===== src/rtl/axi_rd_burst_engine_if.sv =====
// AXI read-channel bundle for the burst engine.
// Carries the AR (address) and R (data) channels between a read master
// (the engine) and a read slave (interconnect or memory model).
//   master modport: drives AR payload/arvalid and rready; observes arready and R payload.
//   slave  modport: the mirror image, for whatever answers the reads.
interface axi_rd_burst_engine_if #(
  parameter int ADDR_WIDTH = 32,
  parameter int DATA_WIDTH = 64
);
  logic [3:0]            axi_arid;
  logic [ADDR_WIDTH-1:0] axi_araddr;
  logic [7:0]            axi_arlen;
  logic [2:0]            axi_arsize;
  logic [1:0]            axi_arburst;
  logic                  axi_arvalid;
  logic                  axi_arready;

  logic [3:0]            axi_rid;
  logic [DATA_WIDTH-1:0] axi_rdata;
  logic [1:0]            axi_rresp;
  logic                  axi_rlast;
  logic                  axi_rvalid;
  logic                  axi_rready;

  modport master (
    output axi_arid, axi_araddr, axi_arlen, axi_arsize, axi_arburst, axi_arvalid,
    input  axi_arready,
    input  axi_rid, axi_rdata, axi_rresp, axi_rlast, axi_rvalid,
    output axi_rready
  );

  modport slave (
    input  axi_arid, axi_araddr, axi_arlen, axi_arsize, axi_arburst, axi_arvalid,
    output axi_arready,
    output axi_rid, axi_rdata, axi_rresp, axi_rlast, axi_rvalid,
    input  axi_rready
  );
endinterface


===== src/rtl/axi_rd_burst_engine.sv =====
// AXI read burst engine.
// Turns a transfer request of req_len beats into a sequence of INCR read
// bursts of at most 256 beats each, one outstanding at a time, and streams
// every returned beat straight into a downstream FIFO.
// Ports:
//   clock, rst_n          single clock, asynchronous active-low reset
//   enable                0 blocks acceptance of new requests
//   fsync, base_addr      frame start: reload the address pointer from base_addr
//   burst_req, tail_req   transfer requests, held by the caller until resp
//   req_len               transfer length in beats, sampled on acceptance
//   resp, done            one-cycle acceptance / completion pulses
//   axi                   AR and R channels (master side)
//   fifo_full, fifo_wr_en, fifo_wdata   downstream FIFO write port
//   err                   sticky protocol/response error flag
module axi_rd_burst_engine #(
  parameter int ADDR_WIDTH = 32,
  parameter int DATA_WIDTH = 64,
  parameter int LSIZE      = 9,
  parameter int AXI_ID     = 0
) (
  input  logic                  clock,
  input  logic                  rst_n,
  input  logic                  enable,
  input  logic                  fsync,
  input  logic [ADDR_WIDTH-1:0] base_addr,
  input  logic                  burst_req,
  input  logic                  tail_req,
  input  logic [LSIZE-1:0]      req_len,
  output logic                  resp,
  output logic                  done,
  axi_rd_burst_engine_if.master axi,
  input  logic                  fifo_full,
  output logic                  fifo_wr_en,
  output logic [DATA_WIDTH-1:0] fifo_wdata,
  output logic                  err
);

  // Remaining-length arithmetic needs at least 9 bits to hold the value 256.
  localparam int CW     = (LSIZE > 9) ? LSIZE : 9;
  localparam int BSHIFT = $clog2(DATA_WIDTH / 8);

  typedef enum logic [2:0] {IDLE, ADDR, DATA, NEXT, FIN} state_t;

  state_t                state_q, state_d;
  logic [ADDR_WIDTH-1:0] addrPtr_q, addrPtr_d;
  logic [LSIZE-1:0]      remaining_q, remaining_d;
  logic [8:0]            beatCnt_q, beatCnt_d;
  logic                  resp_q, resp_d;
  logic                  err_q, err_d;
  logic                  fsyncPend_q, fsyncPend_d;
  logic                  idleHold_q, idleHold_d;

  logic [CW-1:0]         remExt;
  logic [8:0]            curSize;
  logic                  accept;
  logic                  beat;
  logic                  lastBeat;
  logic                  unusedRid;

  // Beat count of the current sub-burst: stays fixed through ADDR and DATA
  // because remaining only drops once the whole sub-burst has been received.
  assign remExt   = CW'(remaining_q);
  assign curSize  = (remExt >= CW'(256)) ? 9'd256 : remExt[8:0];

  // idleHold_q blocks the first IDLE cycle after FIN so a request still held
  // by the caller is not accepted twice. burst_req and tail_req start the same
  // transfer, so the burst_req-first priority has no visible effect here.
  assign accept   = (state_q == IDLE) && !idleHold_q && enable && (burst_req || tail_req);
  assign beat     = (state_q == DATA) && axi.axi_rvalid && !fifo_full;
  assign lastBeat = (beatCnt_q == curSize - 9'd1);

  // Read IDs are never checked: only one burst is ever outstanding.
  assign unusedRid = &{1'b0, axi.axi_rid};

  // State register.
  always_ff @(posedge clock or negedge rst_n) begin
    if (!rst_n) begin
      state_q <= IDLE;
    end else begin
      state_q <= state_d;
    end
  end

  // Datapath registers.
  always_ff @(posedge clock or negedge rst_n) begin
    if (!rst_n) begin
      addrPtr_q   <= '0;
      remaining_q <= '0;
      beatCnt_q   <= '0;
      resp_q      <= 1'b0;
      err_q       <= 1'b0;
      fsyncPend_q <= 1'b0;
      idleHold_q  <= 1'b0;
    end else begin
      addrPtr_q   <= addrPtr_d;
      remaining_q <= remaining_d;
      beatCnt_q   <= beatCnt_d;
      resp_q      <= resp_d;
      err_q       <= err_d;
      fsyncPend_q <= fsyncPend_d;
      idleHold_q  <= idleHold_d;
    end
  end

  // Next-state logic. A zero-length request goes through NEXT so that done
  // lands one cycle after resp without touching the AXI bus.
  always_comb begin
    state_d = state_q;
    case (state_q)
      IDLE: if (accept) state_d = (req_len == '0) ? NEXT : ADDR;
      ADDR: if (axi.axi_arready) state_d = DATA;
      DATA: if (beat && lastBeat) state_d = NEXT;
      NEXT: state_d = (remaining_q != '0) ? ADDR : FIN;
      FIN:  state_d = IDLE;
      default: state_d = IDLE;
    endcase
  end

  // Datapath next values. An fsync seen while busy is parked in fsyncPend
  // and applied in the first IDLE cycle, which is always a no-accept cycle,
  // so the reload is in place before the next request starts.
  always_comb begin
    addrPtr_d   = addrPtr_q;
    remaining_d = remaining_q;
    beatCnt_d   = beatCnt_q;
    resp_d      = accept;
    err_d       = err_q;
    fsyncPend_d = fsyncPend_q;
    idleHold_d  = (state_q == FIN);

    if (state_q == IDLE) begin
      if (fsync || fsyncPend_q) begin
        addrPtr_d = base_addr;
      end
      fsyncPend_d = 1'b0;
    end else if (fsync) begin
      fsyncPend_d = 1'b1;
    end

    if (accept) begin
      remaining_d = req_len;
      beatCnt_d   = '0;
    end

    if ((state_q == ADDR) && axi.axi_arready) begin
      addrPtr_d = addrPtr_q + (ADDR_WIDTH'(curSize) << BSHIFT);
    end

    if (beat) begin
      if ((axi.axi_rresp != 2'b00) || (axi.axi_rlast != lastBeat)) begin
        err_d = 1'b1;
      end
      if (lastBeat) begin
        beatCnt_d   = '0;
        remaining_d = remaining_q - LSIZE'(curSize);
      end else begin
        beatCnt_d = beatCnt_q + 9'd1;
      end
    end
  end

  // Outputs. R data passes straight through to the FIFO in the beat cycle.
  always_comb begin
    axi.axi_arid    = 4'(AXI_ID);
    axi.axi_araddr  = addrPtr_q;
    axi.axi_arlen   = 8'(curSize - 9'd1);
    axi.axi_arsize  = 3'(BSHIFT);
    axi.axi_arburst = 2'b01;
    axi.axi_arvalid = (state_q == ADDR);
    axi.axi_rready  = (state_q == DATA) && !fifo_full;
    fifo_wr_en      = beat;
    fifo_wdata      = axi.axi_rdata;
    resp            = resp_q;
    done            = (state_q == FIN);
    err             = err_q;
  end

endmodule

===== src/flat_wrapper.sv =====
// flat-port wrapper written by rule: the top's interface ports become plain ports
module axi_rd_burst_engine_flat 
#(
  parameter int ADDR_WIDTH = 32,
  parameter int DATA_WIDTH = 64,
  parameter int LSIZE      = 9,
  parameter int AXI_ID     = 0
)
  (clock, rst_n, enable, fsync, base_addr, burst_req, tail_req, req_len, resp, done, fifo_full, fifo_wr_en, fifo_wdata, err, axi_axi_arid, axi_axi_araddr, axi_axi_arlen, axi_axi_arsize, axi_axi_arburst, axi_axi_arvalid, axi_axi_arready, axi_axi_rid, axi_axi_rdata, axi_axi_rresp, axi_axi_rlast, axi_axi_rvalid, axi_axi_rready);
  axi_rd_burst_engine_if #(.ADDR_WIDTH(ADDR_WIDTH), .DATA_WIDTH(DATA_WIDTH)) axi_i ();
  input  logic clock;
  input  logic rst_n;
  input  logic enable;
  input  logic fsync;
  input  logic [ADDR_WIDTH-1:0] base_addr;
  input  logic burst_req;
  input  logic tail_req;
  input  logic [LSIZE-1:0] req_len;
  output logic resp;
  output logic done;
  input  logic fifo_full;
  output logic fifo_wr_en;
  output logic [DATA_WIDTH-1:0] fifo_wdata;
  output logic err;
  output wire logic [$bits(axi_i.axi_arid)-1:0] axi_axi_arid;
  output wire logic [$bits(axi_i.axi_araddr)-1:0] axi_axi_araddr;
  output wire logic [$bits(axi_i.axi_arlen)-1:0] axi_axi_arlen;
  output wire logic [$bits(axi_i.axi_arsize)-1:0] axi_axi_arsize;
  output wire logic [$bits(axi_i.axi_arburst)-1:0] axi_axi_arburst;
  output wire logic [$bits(axi_i.axi_arvalid)-1:0] axi_axi_arvalid;
  input wire logic [$bits(axi_i.axi_arready)-1:0] axi_axi_arready;
  input wire logic [$bits(axi_i.axi_rid)-1:0] axi_axi_rid;
  input wire logic [$bits(axi_i.axi_rdata)-1:0] axi_axi_rdata;
  input wire logic [$bits(axi_i.axi_rresp)-1:0] axi_axi_rresp;
  input wire logic [$bits(axi_i.axi_rlast)-1:0] axi_axi_rlast;
  input wire logic [$bits(axi_i.axi_rvalid)-1:0] axi_axi_rvalid;
  output wire logic [$bits(axi_i.axi_rready)-1:0] axi_axi_rready;
  assign axi_axi_arid = axi_i.axi_arid;
  assign axi_axi_araddr = axi_i.axi_araddr;
  assign axi_axi_arlen = axi_i.axi_arlen;
  assign axi_axi_arsize = axi_i.axi_arsize;
  assign axi_axi_arburst = axi_i.axi_arburst;
  assign axi_axi_arvalid = axi_i.axi_arvalid;
  assign axi_i.axi_arready = axi_axi_arready;
  assign axi_i.axi_rid = axi_axi_rid;
  assign axi_i.axi_rdata = axi_axi_rdata;
  assign axi_i.axi_rresp = axi_axi_rresp;
  assign axi_i.axi_rlast = axi_axi_rlast;
  assign axi_i.axi_rvalid = axi_axi_rvalid;
  assign axi_axi_rready = axi_i.axi_rready;
  axi_rd_burst_engine #(.ADDR_WIDTH(ADDR_WIDTH), .DATA_WIDTH(DATA_WIDTH), .LSIZE(LSIZE), .AXI_ID(AXI_ID)) u_core (.clock(clock), .rst_n(rst_n), .enable(enable), .fsync(fsync), .base_addr(base_addr), .burst_req(burst_req), .tail_req(tail_req), .req_len(req_len), .resp(resp), .done(done), .axi(axi_i), .fifo_full(fifo_full), .fifo_wr_en(fifo_wr_en), .fifo_wdata(fifo_wdata), .err(err));
endmodule

===== config.mk =====
export PLATFORM = sky130hd
export DESIGN_NAME = axi_rd_burst_engine_flat
export DESIGN_NICKNAME = d
export VERILOG_FILES = /design/src/rtl/axi_rd_burst_engine_if.sv /design/src/rtl/axi_rd_burst_engine.sv /design/src/flat_wrapper.sv
export SDC_FILE = /design/constraint.sdc
export NUM_CORES = 1
export LEC_CHECK = 0
export CORE_UTILIZATION = 35
export DETAILED_ROUTE_END_ITERATION = 8
export PLACE_DENSITY_LB_ADDON = 0.25
export SLEW_MARGIN = 25
export SYNTH_ARGS = -nofsm -noshare
export SYNTH_HDL_FRONTEND = slang
export SYNTH_SLANG_ARGS = --single-unit

===== constraint.sdc =====
create_clock -name clock -period 4.7 [get_ports clock]
set_input_delay 0.94 -clock clock [delete_from_list [all_inputs] [get_ports clock]]
set_output_delay 0.94 -clock clock [all_outputs]
set_load 0.005 [all_outputs]

==> metrics <==
TNS Setup=0 ps; critical path class=primary input to output pin; CP max stage delay=around 530 ps; setup bufs post-CTS=0; Syn. warnings=0; number of flops mapped to enable cells by yosys=0; standard-cell row count=39; critical path peak fanout=17; TritonCTS clock tree=yes; Max Fclk=~270 MHz; initial core utilization=around 37%; final setup fails=0; Internal Power=slightly above 2000 uW; global placement routability congestion=around 0.85; Detail Placement HPWL=between 8 and 9 mm; clk_lat worst skew=between 300 and 400 ps; layout cell share with drive strength beyond 1=under 10%; total gr overflow=0; Async SR Flop Fraction=100%; Core Area=between 10000 and 15000 sq um; fillers=1169; TritonCTS Buffers=9; Layout area overhead=20.3%; fin. max-slew vios=0; ys flop type=dfrtp_1; die height=around 110 um; clk root buf=clkbuf_16; critical path required time=around 3800 ps; DRT iter0 DRCs=216; count of different cell masters after synthesis=61; combinational power share=54.7%; skew final=~8 ps; Post-Syn Area=4250 sq um; post-route ant nets=0; Synth Area per Inst=8.32 sq um; Vias=3877; Crit. End Element=output pin; final cell area excluding filler cells=between 5000 and 6000 sq um; cts-stage hold buffer count=0; Post-DP Area=between 4000 and 5000 sq um; failing checks=DRC; largest net degree at the start of global routing=38; post_cts resized=0; Avg Vias per Cell=~5.7; crit start category=primary input; maxcap violations=0; post-synthesis cell count=a little over 500; Seq cells post-synth=57; vias in the first global route=around 3900; VDD IR-drop max=between 0.15 and 0.2 mV; sequential share of power=roughly 28%; Pwr per Cell Area=around 670 nW/um^2; outcome=complete, but fails checks; Slew @ Worst Pin=a little under 900 ps; clock power share=between 15 and 20%; leakage power=~0.0022 uW; I/O Pins=240; CTS Sinks=57; worst-path cell with the longest stage delay=clkdlybuf4s50_1; Worst-path clk slew=~50 ps; Net Switching=1420 uW; Die Span X=approximately 110 um; R2R Setup Slk=around 1200 ps; Final Hold Viols=0; Die ar.=12600 sq um; NumNets Final=between 600 and 700; final period utilization=between 70 and 80%; CP arrival=roughly 2800 ps; CTS H-tree depth=3; Most common cell on crit path=clkdlybuf4s50_1; DR WL/cell=~18 um; Inserted Diodes=0; max_slew headroom=slightly above 40%; initial antenna violation count=0; final wirelength=roughly 12 mm; hold path cells=2; worst-path cell chain=clkdlybuf4s50_1, nor4b_1, nand2_1, inv_1, buf_4, clkdlybuf4s50_1; first-pass GRT wire length=~20 mm; min cycle time layout=between 3000 and 4000 ps; Hold WC Path Type=flop to flop; DRC viols=11; endpoint of the worst register-to-register path=u_core.remExt[5]; hold path start=u_core.axi.axi_araddr[2]; length in cells of the worst reg-to-reg path=11; Sw Ratio=around two fifths; endpoint of the worst hold path=u_core.axi.axi_araddr[2]; IO Port Bufs=~100; sequential element share of the synthesized area=around 34%; reg-to-reg critical path startpoint=u_core.remExt[8]; Bufs on Longest Clock Path=2; drt pass-1 iters=9; total track usage=around 20%; RSZ-0062 raised after global routing=false; Finished Core Util=about 44%
per-stage QoR:
step | hold WS [ps] | power, uW | setup slack (ps) | std cells
floorplan | 470 | 2040 | 1390 | 518
global placement | 458 | 2770 | 1000 | 670
detailed placement | 475 | 2820 | 999 | 670
CTS | 485 | 3450 | 989 | 683
global route | 532 | 3710 | 857 | 683
finish | 479 | 3430 | 1010 | 683
cells by family (layout without fill, tap and decap cells):
| kind of cell | Yosys count | count (layout) | synth area share, % |
|---|---|---|---|
| simple gates | 187 | 187 | 22.2 |
| compound gates | 123 | 123 | 20.4 |
| buf+inv | 114 | 136 | 16.6 |
| flops | 57 | 57 | 33.5 |
| fa+ha+maj | 12 | 12 | 3.71 |
| xor+xnor | 12 | 12 | 2.47 |
| mux | 4 | 4 | 0.941 |
| other cells | 2 | 9 | 0.177 |
worst max path at each step:
| stage | end | slack (ps) | startpoint |
|---|---|---|---|
| after global placement | fifo_wr_en | 1000 | fifo_full |
| after detailed placement | fifo_wr_en | 1000 | fifo_full |
| after floorplan | u_core.remExt[0] | 1390 | u_core.remExt[8] |
| after global routing | fifo_wr_en | 860 | fifo_full |
| after CTS | fifo_wr_en | 990 | fifo_full |
| final | fifo_wr_en | 1010 | fifo_full |
sequential cells by signal, indices dropped and copies added (netlist names):
register / cells
u_core.axi.axi_araddr: 32
u_core.beatCnt_q: 9
u_core.err: 1
u_core.fsyncPend_q: 1
u_core.idleHold_q: 1
u_core.remExt: 9
u_core.resp: 1
u_core.state_q: 3
worst max-delay path: cells and delay by family:
kind | cells | cell delay (ps)
buffers and inverters | 4 | 1230
AND/OR/NAND/NOR | 2 | 580
routing by layer:
metal / wire length (um) / track usage, % / part of all wire [%]
met1: 5350 / 26.2 / 44
met2: 5650 / 30.6 / 47
met3: 759 / 5.02 / 6.3
met4: 348 / 10.4 / 2.9
met5: 0 / 0 / 0
power by group through the flow:
| stage | sequential (uW) | clock (uW) | combinational, uW |
|---|---|---|---|
| after floorplan | 885 | 0 | 1160 |
| after global placement | 943 | 0 | 1830 |
| after detailed placement | 947 | 0 | 1880 |
| after CTS | 941 | 624 | 1890 |
| after global routing | 982 | 641 | 2090 |
| final | 946 | 609 | 1880 |
layout make-up:
class | count | area [sq um] | area share [%]
multi-input cells | 347 | 2150 | 42.0
flip-flops and latches | 57 | 1430 | 27.9
repair buffers | 104 | 1020 | 20.0
clock buffers | 13 | 270 | 5.28
well taps | 143 | 179 | 3.50
inverters | 19 | 71.3 | 1.39
cell usage in the layout (no fill, tap or decap), types with 4 or more instances in the layout:
cell	count
inv_1	19
nor2b_1	7
clkbuf_16	9
o211ai_1	11
buf_4	6
o21ai_0	28
o22ai_1	5
and3_1	19
nand3_1	13
conb_1	9
ha_1	11
a21oi_1	18
a211oi_1	4
xnor2_1	7
nand2b_1	10
nand4_1	5
a31oi_1	5
xor2_1	5
a21o_1	6
nand2_1	61
nor4_1	7
clkdlybuf4s50_1	97
o311ai_0	10
nor3_1	9
a22oi_1	5
nor2_1	35
o31ai_1	4
mux2i_1	4
dfrtp_1	57
synth_stat cells, types with 9 or more instances:
cell type	number	share of area [%]
dfrtp_1	57	34
and3_1	19	2.8
a21oi_1	18	2.1
nor3_1	9	1.1
o21ai_0	28	3.3
ha_1	11	3.2
nand3_1	13	1.5
inv_1	19	1.7
nand2_1	61	5.4
nor2_1	35	3.1
nand2b_1	10	1.5
buf_4	73	13
o311ai_0	10	2.1
o211ai_1	11	1.9
clkbuf_1	18	1.6
Power figures use the tool's default switching activity.
